**config.mk**
```make
export PLATFORM = sky130hd
export DESIGN_NAME = interface_probe_sequencer
export DESIGN_NICKNAME = d
export VERILOG_FILES = /design/src/rtl/interface_probe_sequencer.sv
export SDC_FILE = /design/constraint.sdc
export NUM_CORES = 1
export LEC_CHECK = 0
export ABC_AREA = 1
export CAP_MARGIN = 20
export CORE_ASPECT_RATIO = 0.5
export CORE_UTILIZATION = 50
export CTS_CLUSTER_SIZE = 28
export DETAILED_ROUTE_END_ITERATION = 12
export GPL_TIMING_DRIVEN = 0
export PLACE_DENSITY = 0.78
export SETUP_SLACK_MARGIN = 0.3
export SYNTH_ARGS = -nofsm -noshare
export SYNTH_HDL_FRONTEND = slang
export SYNTH_SLANG_ARGS = --single-unit
```
**constraint.sdc**
```tcl
create_clock -name clk -period 4.8 [get_ports clk]
set_input_delay 0.96 -clock clk [delete_from_list [all_inputs] [get_ports clk]]
set_output_delay 0.96 -clock clk [all_outputs]
set_load 0.05 [all_outputs]
```
**src/rtl/interface_probe_sequencer.sv**
```systemverilog
// Probe sweep controller: steps the receiver through each enabled mode, runs the
// signal quality scorer for a fixed window per mode, and reports the best-scoring mode.
module interface_probe_sequencer #(
  parameter int unsigned SETTLE_CYCLES = 3000,
  parameter int unsigned WINDOW_CYCLES = 3000000,
  parameter int unsigned MIN_EDGES     = 128,
  parameter int unsigned MIN_QUALITY   = 96
) (
  input  logic        clk,
  input  logic        reset,
  input  logic        start,
  input  logic        abort,
  input  logic [3:0]  mode_mask,
  output logic [1:0]  rx_mode,
  output logic        scorer_clear,
  output logic        scorer_enable,
  input  logic [7:0]  scorer_quality,
  input  logic [15:0] scorer_edge_count,
  input  logic [2:0]  scorer_best_bin,
  output logic        busy,
  output logic        done,
  output logic        aborted,
  output logic        valid_found,
  output logic [1:0]  best_mode,
  output logic [7:0]  best_quality,
  output logic [2:0]  best_bin,
  output logic [31:0] mode_quality
);

  // start is a one-cycle request taken only in IDLE; abort wins in every busy
  // state except DONE, which always completes with its done pulse.
  typedef enum logic [2:0] {
    ST_IDLE, ST_CLEAR, ST_SETTLE, ST_MEASURE, ST_CAPTURE, ST_NEXT, ST_DONE
  } state_t;

  localparam logic [31:0] SETTLE_LOAD  = SETTLE_CYCLES - 32'd1;
  localparam logic [31:0] WINDOW_LOAD  = WINDOW_CYCLES - 32'd1;
  localparam logic [15:0] MIN_EDGES_16 = MIN_EDGES[15:0];

  state_t      state_q, state_d;
  logic [31:0] cnt_q, cnt_d;
  logic [1:0]  idx_q, idx_d;
  logic [3:0]  mask_q, mask_d;
  logic [1:0]  rx_mode_q, rx_mode_d;
  logic        aborted_q, aborted_d;
  logic        valid_found_q, valid_found_d;
  logic [1:0]  best_mode_q, best_mode_d;
  logic [7:0]  best_quality_q, best_quality_d;
  logic [2:0]  best_bin_q, best_bin_d;
  logic [31:0] mode_quality_q, mode_quality_d;
  logic [2:0]  nb;
  logic        mode_ok;

  // Returns {found, index} of the lowest set mask bit at or above 'from'.
  function automatic logic [2:0] next_bit(input logic [3:0] mask, input logic [2:0] from);
    logic [2:0] r;
    r = 3'b000;
    for (int i = 3; i >= 0; i--) begin
      if (mask[i] && (i >= int'(from))) r = {1'b1, 2'(i)};
    end
    return r;
  endfunction

  always_comb begin
    state_d        = state_q;
    cnt_d          = cnt_q;
    idx_d          = idx_q;
    mask_d         = mask_q;
    rx_mode_d      = rx_mode_q;
    aborted_d      = 1'b0;
    valid_found_d  = valid_found_q;
    best_mode_d    = best_mode_q;
    best_quality_d = best_quality_q;
    best_bin_d     = best_bin_q;
    mode_quality_d = mode_quality_q;
    nb             = 3'b000;
    mode_ok        = 1'b0;

    if (abort && (state_q != ST_IDLE) && (state_q != ST_DONE)) begin
      state_d   = ST_IDLE;
      aborted_d = 1'b1;
    end else begin
      case (state_q)
        ST_IDLE: begin
          if (start) begin
            mask_d         = mode_mask;
            mode_quality_d = 32'd0;
            valid_found_d  = 1'b0;
            best_mode_d    = 2'd0;
            best_quality_d = 8'd0;
            best_bin_d     = 3'd0;
            if (mode_mask != 4'd0) begin
              nb        = next_bit(mode_mask, 3'd0);
              idx_d     = nb[1:0];
              rx_mode_d = nb[1:0];
              state_d   = ST_CLEAR;
            end else begin
              state_d = ST_DONE;
            end
          end
        end
        ST_CLEAR: begin
          if (SETTLE_CYCLES == 0) begin
            cnt_d   = WINDOW_LOAD;
            state_d = ST_MEASURE;
          end else begin
            cnt_d   = SETTLE_LOAD;
            state_d = ST_SETTLE;
          end
        end
        ST_SETTLE: begin
          if (cnt_q == 32'd0) begin
            cnt_d   = WINDOW_LOAD;
            state_d = ST_MEASURE;
          end else begin
            cnt_d = cnt_q - 32'd1;
          end
        end
        ST_MEASURE: begin
          if (cnt_q == 32'd0) state_d = ST_CAPTURE;
          else                cnt_d   = cnt_q - 32'd1;
        end
        ST_CAPTURE: begin
          mode_ok = (scorer_edge_count >= MIN_EDGES_16) &&
                    ({24'd0, scorer_quality} >= MIN_QUALITY);
          mode_quality_d[{idx_q, 3'b000} +: 8] = mode_ok ? scorer_quality : 8'd0;
          // Strict greater-than keeps the lower index on ties.
          if (mode_ok && (!valid_found_q || (scorer_quality > best_quality_q))) begin
            valid_found_d  = 1'b1;
            best_mode_d    = idx_q;
            best_quality_d = scorer_quality;
            best_bin_d     = scorer_best_bin;
          end
          state_d = ST_NEXT;
        end
        ST_NEXT: begin
          nb = next_bit(mask_q, {1'b0, idx_q} + 3'd1);
          if (nb[2]) begin
            idx_d     = nb[1:0];
            rx_mode_d = nb[1:0];
            state_d   = ST_CLEAR;
          end else begin
            state_d = ST_DONE;
          end
        end
        ST_DONE: state_d = ST_IDLE;
        default: state_d = ST_IDLE;
      endcase
    end
  end

  always_ff @(posedge clk) begin
    if (reset) begin
      state_q        <= ST_IDLE;
      cnt_q          <= 32'd0;
      idx_q          <= 2'd0;
      mask_q         <= 4'd0;
      rx_mode_q      <= 2'd0;
      aborted_q      <= 1'b0;
      valid_found_q  <= 1'b0;
      best_mode_q    <= 2'd0;
      best_quality_q <= 8'd0;
      best_bin_q     <= 3'd0;
      mode_quality_q <= 32'd0;
    end else begin
      state_q        <= state_d;
      cnt_q          <= cnt_d;
      idx_q          <= idx_d;
      mask_q         <= mask_d;
      rx_mode_q      <= rx_mode_d;
      aborted_q      <= aborted_d;
      valid_found_q  <= valid_found_d;
      best_mode_q    <= best_mode_d;
      best_quality_q <= best_quality_d;
      best_bin_q     <= best_bin_d;
      mode_quality_q <= mode_quality_d;
    end
  end

  assign rx_mode       = rx_mode_q;
  assign scorer_clear  = (state_q == ST_CLEAR);
  assign scorer_enable = (state_q == ST_MEASURE);
  assign busy          = (state_q != ST_IDLE);
  assign done          = (state_q == ST_DONE);
  assign aborted       = aborted_q;
  assign valid_found   = valid_found_q;
  assign best_mode     = best_mode_q;
  assign best_quality  = best_quality_q;
  assign best_bin      = best_bin_q;
  assign mode_quality  = mode_quality_q;

endmodule

```
==> out/results.txt <==
Synth Cell Area: 4950 sq um
Least-Margin Pin Slew: 686 ps
Setup Buffers After CTS: 0
Register area share after synthesis: 0.356
WP data required: 3840 ps
Crit path buf inv count: 2
Initial Util: 0.519
HPWL after DPL: 10.6 mm
I/O Pins: 88
Clock Tree Root: clkbuf_16
Crit. End Element: primary output
Ys Warns: 0
DRT Wirelength: 14.1 mm
Syn_nets: 799
Power Total: 3.70 mW
Most frequent cells in the layout: 170 x nand2_1, 92 x nor2_1, 88 x dfxtp_1, 81 x inv_1, 80 x a21oi_1
HP Start: mode_quality[6]
GPL Wtd Cong: 0.954
Tcrit/Tclk final: 0.656
PortBufs: 79
Num CTS Buffers: 9
Post-layout util: 0.652
Yosys cell types: 37
Hold depth: 2
Vias: 5339
Crit-path max FO: 7
Pleak: 2.54 nW
Hold EP: mode_quality[6]
P&R area growth vs syn: 25.6%
H-tree lvl count: 3
CP Cell Sequence: inv_2 > nor2_2 > clkdlybuf4s50_1
Worst hold path class: reg -> reg
Fin crit period: 3150 ps
Hold Vio Cnt, Final: 0
Critical path's slowest cell: clkdlybuf4s50_1
Hold Buf Count CTS: 0
Layout cells sized above 1: 0.0629
Core Region: 9540 sq um
R2r endpoint: mode_quality[15]
# DRC: 0
Worst-path clk slew: 70 ps
Worst path max stage delay: 860 ps
Peak supply drop: 279 uV
Critical path launch point type: flop
CTS tree: yes
Pin count of the biggest net entering global routing: 18
RSZ-0062 raised after global routing: false
Grt total ovfl: 0
Initial antenna violation count: 0
Worst R2R Start: rx_mode[0]
Num Clock Sinks: 88
Reg2Reg Depth: 9
PwrDens: 595 nW/um^2
# resized after CTS: 0
Row count: 25
Max capacitance violation total: 0
Synth top area share: 0.356
Clock Tree Buf Depth: 2
Fin nets: 889
Worst Clk Skew: 7.67 ps
Die area: 10300 sq um
Hold slack: 464 ps
Fmax achieved: 318 MHz
Critical path's top delay family: buffers and inverters
Final setup TNS: 0 ps
Critical path type: reg -> out
Die height: 72.4 um
Vias per cell: 5.46
Avg Synthesized Cell Area: 6.63 sq um
Post-synthesis cell count: 747
DRT Pass-1 Iters: 6
Inserted Diodes: 0
Area leader, netlist: dfxtp_1
First-pass GRT wire length: 23.2 mm
# setup viols final: 0
R2R Setup Slk: 2170 ps
Total GRT Usage: 0.287
Slew Viols, Final: 0
Vias in the first global route: 4922
Wire length per cell: 14.5 um
Antenna Nets Post-Route: 0
WP data arrival: 2190 ps
Die X: 143 um
Number of synthesized register bits: 88
Top cells by area, synth: dfxtp_1 36%, nand2_1 13%, a21oi_1 8.1%, nor2_1 7.0%, nand3_1 6.7%
Slew headroom: 0.539
CP startpoint: state_q[1]
Status: complete, no violations
DRT iter0 DRCs: 422
Most common cell after layout, fill and taps aside: nand2_1
Later-pin clock latency in the skew report: 350 ps
==> routing by layer <==
layer  vias up  GRT usage  wire (um)
met5         -          0          0
met4         0     0.0896        236
met3        29     0.0607        969
met2       207      0.485       6570
met1      2455      0.370       6360
li1       2648          -          -
==> stage by stage <==
step	worst slack (ps)	instances	area, sq um
floorplan	2390	747	4950
global route	1550	977	6220
detailed placement	1570	961	5910
finish	1650	977	6220
global placement	1650	961	5910
CTS	1660	977	6220
==> synth_stat cells (all sizes together) <==
master  instances
a31o            1
dfxtp          88
a22oi           1
o21a            1
nand3b          3
clkbuf         14
nor3           15
nor4            9
a21boi          1
o21ai          37
clkinv          2
buf             6
or2             1
o41ai           1
xor2            9
a21oi          80
ha             17
nor2          102
o211ai          2
o21bai          1
nand3          67
inv            88
nand4          25
nand2         176
==> flip-flops by register name, summed over array words and instances (netlist names), 2 cells and up <==
register,count
state_q,3
best_mode,2
mode_quality,32
mask_q,4
best_quality,8
best_bin,3
cnt_q,32
rx_mode,2
==> worst reg2reg max path: stages (launching register included) <==
cell,delay [ps]
dfxtp_1,430
inv_1,120
clkbuf_1,430
ha_1,260
clkbuf_1,390
clkinv_1,380
nand3_1,190
nor2_1,80
a22oi_1,190
nor2_1,50
==> final cells by class <==
class	instances	area, sq um
Tap cell	135	169
Clock buffer	9	225
Buffer	20	100
Timing Repair Buffer	79	791
Fill cell	890	3320
Multi-Input combinational cell	549	2750
Clock inverter	7	81.3
Sequential cell	88	1760
Inverter	90	340
==> power by group <==
group / leakage (nW) / switching (mW) / total, mW / internal, mW
Combinational: 1.67 / 1.42 / 2.03 / 0.608
Clock: 0.153 / 0.321 / 0.735 / 0.414
Sequential: 0.712 / 0.108 / 0.932 / 0.825
==> logic make-up (layout without fill, tap and decap cells) <==
kind of cell	count (synthesis)	after routing	share of synthesized area
buffers and inverters	110	205	0.0890
flip-flops	88	88	0.356
AND/OR/NAND/NOR	398	398	0.365
XOR/XNOR	9	9	0.0159
adder cells (fa/ha/maj)	17	17	0.0430
AO/OA/AOI/OAI	125	125	0.132
==> worst max-delay path by stage <==
stage	end	slack, ps	cells after the start
after CTS	scorer_enable	1660	3
after global placement	best_quality[4]	1650	11
after global routing	scorer_enable	1550	3
after floorplan	mode_quality[7]	2390	8
after detailed placement	best_mode[1]	1570	11
final	scorer_enable	1650	3
(Power assumes the default switching activity.)
